### src/rtl/mmreg_bank.sv
`default_nettype none
// ============================================================================
// Module   : mmreg_bank (with default obi_pkg types)
// Brief    : OBI register bank with RW control words, RO status words,
//            W1C event flags, an interrupt-enable mask and a registered irq.
// Revision : 1.0 - initial parametrised release
// ============================================================================

package obi_pkg;
    typedef struct packed {
        int unsigned AddrWidth;
        int unsigned DataWidth;
        int unsigned IdWidth;
    } obi_cfg_t;

    localparam obi_cfg_t ObiDefaultConfig = '{AddrWidth: 32, DataWidth: 32, IdWidth: 4};

    typedef struct packed {
        logic [31:0] addr;
        logic        we;
        logic [3:0]  be;
        logic [31:0] wdata;
        logic [3:0]  aid;
    } obi_a_chan_t;

    typedef struct packed {
        obi_a_chan_t a;
        logic        req;
    } obi_req_t;

    typedef struct packed {
        logic [31:0] rdata;
        logic [3:0]  rid;
        logic        err;
    } obi_r_chan_t;

    typedef struct packed {
        logic        gnt;
        logic        rvalid;
        obi_r_chan_t r;
    } obi_rsp_t;
endpackage

module mmreg_bank #(
    parameter obi_pkg::obi_cfg_t           OBI_CFG        = obi_pkg::ObiDefaultConfig,
    parameter type                         obi_req_t      = obi_pkg::obi_req_t,
    parameter type                         obi_rsp_t      = obi_pkg::obi_rsp_t,
    parameter int unsigned                 NUM_CTRL       = 4,
    parameter int unsigned                 NUM_STATUS     = 2,
    parameter logic [NUM_CTRL*32-1:0]      CTRL_RESET_VAL = '0,
    parameter int unsigned                 NUM_EVENTS     = 8
) (
    input  logic                                            clk_i,
    input  logic                                            rst_i,
    input  obi_req_t                                        obi_req_i,
    output obi_rsp_t                                        obi_rsp_o,
    output logic [NUM_CTRL*32-1:0]                          ctrl_o,
    input  logic [(NUM_STATUS > 0 ? NUM_STATUS : 1)*32-1:0] status_i,
    input  logic [NUM_EVENTS-1:0]                           event_i,
    output logic                                            irq_o
);

    localparam int unsigned c_aw         = $clog2(NUM_CTRL + NUM_STATUS + 2);
    localparam int unsigned c_id_w       = OBI_CFG.IdWidth;
    localparam int unsigned c_evt_idx    = NUM_CTRL + NUM_STATUS;
    localparam int unsigned c_irq_en_idx = NUM_CTRL + NUM_STATUS + 1;

    logic [31:0]           r_ctrl [NUM_CTRL];
    logic [NUM_EVENTS-1:0] r_evt;
    logic [NUM_EVENTS-1:0] r_irq_en;
    logic                  r_irq;
    logic                  r_rvalid;
    logic                  r_err;
    logic [31:0]           r_rdata;
    logic [c_id_w-1:0]     r_rid;

    logic [31:0]           w_idx;
    logic [31:0]           w_wdata;
    logic [31:0]           w_mask;
    logic                  w_req;
    logic                  w_we;
    logic                  w_is_ctrl;
    logic                  w_is_status;
    logic                  w_is_evt;
    logic                  w_is_irq_en;
    logic                  w_err;
    logic                  w_wr;
    logic [31:0]           w_rdata;
    logic [NUM_EVENTS-1:0] w_evt_clr;
    logic [NUM_EVENTS-1:0] w_evt_next;
    logic [NUM_EVENTS-1:0] w_irq_en_next;
    logic                  w_unused;

    // Address bits outside the word index are deliberately ignored.
    assign w_unused = ^{obi_req_i, status_i};

    assign w_req   = obi_req_i.req;
    assign w_we    = obi_req_i.a.we;
    assign w_wdata = obi_req_i.a.wdata;
    assign w_idx   = 32'(obi_req_i.a.addr[c_aw+1:2]);
    assign w_mask  = {{8{obi_req_i.a.be[3]}}, {8{obi_req_i.a.be[2]}},
                      {8{obi_req_i.a.be[1]}}, {8{obi_req_i.a.be[0]}}};

    assign w_is_ctrl   = (w_idx < NUM_CTRL);
    assign w_is_status = (w_idx >= NUM_CTRL) && (w_idx < c_evt_idx);
    assign w_is_evt    = (w_idx == c_evt_idx);
    assign w_is_irq_en = (w_idx == c_irq_en_idx);

    assign w_err = ~(w_is_ctrl | w_is_status | w_is_evt | w_is_irq_en) | (w_we & w_is_status);
    assign w_wr  = w_req & w_we & ~w_err;

    always_comb begin
        w_rdata = '0;
        if (!w_we) begin
            for (int k = 0; k < NUM_CTRL; k++) begin
                if (w_idx == 32'(k)) w_rdata = r_ctrl[k];
            end
            for (int k = 0; k < NUM_STATUS; k++) begin
                if (w_idx == NUM_CTRL + 32'(k)) w_rdata = status_i[32*k +: 32];
            end
            if (w_is_evt)    w_rdata = 32'(r_evt);
            if (w_is_irq_en) w_rdata = 32'(r_irq_en);
        end
    end

    // A new event pulse overrides a simultaneous W1C clear of the same bit.
    assign w_evt_clr  = (w_wr && w_is_evt) ?
                        (w_wdata[NUM_EVENTS-1:0] & w_mask[NUM_EVENTS-1:0]) : '0;
    assign w_evt_next = (r_evt & ~w_evt_clr) | event_i;

    assign w_irq_en_next = (w_wr && w_is_irq_en) ?
                           ((r_irq_en & ~w_mask[NUM_EVENTS-1:0]) |
                            (w_wdata[NUM_EVENTS-1:0] & w_mask[NUM_EVENTS-1:0])) : r_irq_en;

    always_ff @(posedge clk_i) begin
        if (rst_i) begin
            for (int k = 0; k < NUM_CTRL; k++) begin
                r_ctrl[k] <= CTRL_RESET_VAL[32*k +: 32];
            end
            r_evt    <= '0;
            r_irq_en <= '0;
            r_irq    <= 1'b0;
            r_rvalid <= 1'b0;
            r_err    <= 1'b0;
            r_rdata  <= '0;
            r_rid    <= '0;
        end else begin
            for (int k = 0; k < NUM_CTRL; k++) begin
                if (w_wr && w_idx == 32'(k)) begin
                    r_ctrl[k] <= (r_ctrl[k] & ~w_mask) | (w_wdata & w_mask);
                end
            end
            r_evt    <= w_evt_next;
            r_irq_en <= w_irq_en_next;
            r_irq    <= |(w_evt_next & w_irq_en_next);
            r_rvalid <= w_req;
            if (w_req) begin
                r_err   <= w_err;
                r_rdata <= w_rdata;
                r_rid   <= obi_req_i.a.aid;
            end
        end
    end

    for (genvar k = 0; k < NUM_CTRL; k++) begin : g_ctrl_out
        assign ctrl_o[32*k +: 32] = r_ctrl[k];
    end

    assign irq_o = r_irq;

    always_comb begin
        obi_rsp_o          = '0;
        obi_rsp_o.gnt      = obi_req_i.req;
        obi_rsp_o.rvalid   = r_rvalid;
        obi_rsp_o.r.rdata  = r_rdata;
        obi_rsp_o.r.rid    = r_rid;
        obi_rsp_o.r.err    = r_err;
    end

endmodule

`default_nettype wire

### config.mk
export PLATFORM = sky130hd
export DESIGN_NAME = mmreg_bank
export DESIGN_NICKNAME = d
export VERILOG_FILES = /design/src/rtl/mmreg_bank.sv
export SDC_FILE = /design/constraint.sdc
export NUM_CORES = 1
export LEC_CHECK = 0
export CAP_MARGIN = 10
export CORE_MARGIN = 5
export CORE_UTILIZATION = 46
export DETAILED_ROUTE_END_ITERATION = 7
export GPL_TIMING_DRIVEN = 0
export PLACE_DENSITY = 0.84
export SLEW_MARGIN = 10
export SYNTH_ARGS = -nofsm -noshare
export SYNTH_HDL_FRONTEND = slang
export SYNTH_SLANG_ARGS = --single-unit
### constraint.sdc
create_clock -name clk_i -period 5 [get_ports clk_i]
set_input_delay 0.5 -clock clk_i [delete_from_list [all_inputs] [get_ports clk_i]]
set_output_delay 0.5 -clock clk_i [all_outputs]
set_load 0.01 [all_outputs]
==> flow_metrics.tcl <==
set metrics [dict create \
    status "complete, but fails checks" \
    violations "design-rule violations" \
    utilization_pct 65.6 \
    ios 316 \
    dp.final_hpwl_microns 27000 \
    drive_gt1_share_pct 10.3 \
    pwr-share-comb_pct 16.3 \
    syn_avg_cell_area_sq_um 10.3 \
    power.switching_uw 946 \
    die_area_sq_um 23300 \
    ys_seq_elements 183 \
    synth_area_sq_um 9370 \
    place_ws_ns 1.35 \
    fmaxAchievable_mhz 303 \
    critPathRequiredTime_ns 5.14 \
    die_w_microns 153 \
    gr-usage-all-layers_pct 29.7 \
    ant_nets 0 \
    dieHeight_microns 153 \
    area_growth_pct 41.1 \
    seqPwrFrac_pct 47.7 \
    core_area_sq_um 20200 \
    cts_resized 0 \
    max-cap-violations 0 \
    wl_per_cell_microns 24.1 \
    critPathBufInv 5 \
    tns_ns 0 \
    grt_pass1_vias 8777 \
    p_clk_share_pct 36.0 \
    crit_path_start_kind "primary input" \
    cp_slowest_cell "o21ai_4" \
    fin_skew_ns 0.00657 \
    wl_microns 36200 \
    total_power_uw 3640 \
    num_vias 9058 \
    synth_enable_flop_cells 128 \
    netlist_instances 910 \
    crit_type "in -> reg" \
    nets 1363 \
    cts_hold_buffers 0 \
    rsz0062_at_grt "false" \
    syn_nets 1058 \
    ctsHtreeMaxLevel 4 \
    min_period_ns 3.30 \
    setup_ws_ns 1.70 \
    synthDistinctLibCells 35 \
    power.density_nw_per_um2 275 \
    first_pass_iters 8 \
    end_kind "flop" \
    drt_iter0_markers 932 \
    p_leak_uw 0.00461 \
    viasPerCell 6.03 \
    grt_overflow 0 \
    drc 3 \
    finalCritPeriodShare_pct 66.0 \
    tightest_slew_ns 0.911 \
    numCtsBuffers 17 \
    path_cells "clkdlybuf4s50_1, buf_4, buf_2, buf_1, nand3_1, o21ai_4, buf_16" \
    async_flop_share_pct 0 \
    synth_ff_type "edfxtp_1" \
    path_max_fanout 18 \
    peakVddDrop_v 0.000240 \
    grt_max_degree 26 \
    grt_pass1_wl_microns 53500 \
    design_area_sq_um 13200 \
    antenna_found_initial 4 \
    clk_pin_slew_ns 0.07 \
    placed_area_sq_um 12700 \
    hold_path_class "reg -> reg" \
    clk_root_buffer_cell "clkbuf_16" \
    p_int_uw 2690 \
    tritoncts "done" \
    cpPeakStageDelay_ns 0.76 \
    slew_headroom_pct 39.0 \
    hold_viol_final 0 \
    yosysSeqAreaShare_pct 52.7 \
    clkSinkCount 183 \
    maxSlewViolCount 0 \
    gp_congestion 0.966 \
    setup_viol_count_final 0 \
    cpLargestDelayFamily "buffers and inverters" \
    port_buffers 282 \
    cp.arrival_ns 3.44 \
    clk_latency_ns 0.43 \
    rows 52 \
    synth_warnings 0 \
    cts_setup_buffers 0 \
    p_sw_share_pct 26.0 \
    initial_core_util_pct 46.5 \
    cts_max_path_buffers 2 \
]
[power by group through the flow]
stage | Combinational, uW | Clock, uW | Sequential [uW]
2_1_floorplan | 232 | 0 | 1780
3_3_place_gp | 563 | 0 | 1770
3_5_place_dp | 581 | 0 | 1760
4_1_cts | 586 | 1310 | 1730
5_1_grt | 623 | 1390 | 1740
6_report | 593 | 1310 | 1730
[synthesized netlist by cell type, drive strengths merged (6+ instances only)]
cell | count | share of area (%)
a21oi | 185 | 9.9
nand2b | 163 | 11
edfxtp | 128 | 41
mux2 | 60 | 7.2
dfxtp | 55 | 12
clkbuf | 50 | 2.0
nor2 | 49 | 2.0
nand2 | 42 | 1.8
o221ai | 29 | 2.7
buf | 28 | 1.6
o22ai | 27 | 1.8
and3 | 21 | 1.4
mux2i | 15 | 1.6
nand4 | 10 | 0.67
a22oi | 8 | 0.64
nor2b | 7 | 0.47
nand3 | 6 | 0.32
[final cells by class]
cell class	instances	area, sq um
fill	1604	6950
sequential	183	4940
multi-input combinational	646	4090
timing repair buffer	286	2930
clock buffer	22	464
buffer	78	342
tap	270	338
clock inverter	10	97.6
inverter	3	11.3
antenna	3	7.51
[layer usage]
metal	share of wire [%]	track usage [%]
met2	47	47.7
met1	38	38.3
met5	0.036	0
met3	12	8.15
met4	3.1	11.8
[state kept, by name (all words and copies together), names as in the netlist]
signal and count:
irq_o 1, r_ctrl 128, r_err 1, r_evt 8, r_irq_en 8, r_rdata 32
r_rid 4, r_rvalid 1
[metrics by stage]
step	cells	hold WS (ns)
after floorplan	910	0.446
after global placement	1462	0.454
after detailed placement	1466	0.460
after CTS	1498	0.471
after global routing	1501	0.484
final	1501	0.468
[final timing paths]
| check | start | end | cells past startpoint | slack (ns) |
|---|---|---|---|---|
| hold / removal | r_rdata[26] | r_rdata[26] | 2 | 0.47 |
| setup / recovery | obi_req_i[45] | r_ctrl[0][102] | 7 | 1.70 |
| hold reg to reg | r_rdata[26] | r_rdata[26] | 2 | 0.47 |
| setup reg to reg | r_ctrl[0][3] | r_rdata[3] | 5 | 3.22 |
[logic make-up after synthesis]
kind of cell,synth area share [%]
compound gates,16.5
buf+inv,3.76
flops,52.7
mux,9.05
simple gates,17.9
[worst reg2reg max path, cell delays in order (launching register included)]
cell and delay [ns]:
edfxtp_1 0.46, mux2_2 0.29, a221oi_1 0.42, a21oi_1 0.08
o221ai_1 0.27, a21oi_1 0.12
[cells in the final DEF, fill, tap and decap left out, drive strengths merged, types with 5 or more instances in the layout]
master and n:
a21oi 185, a221oi 5, a22oi 8, and3 21, buf 32, clkbuf 72, clkdlybuf4s50 282, clkinvlp 6
dfxtp 55, edfxtp 128, inv 5, mux2 60, mux2i 15, nand2 42, nand2b 163, nand3 6
nand4 10, nor2 49, nor2b 7, o221ai 29, o22ai 27
Power figures use the tool's default switching activity.
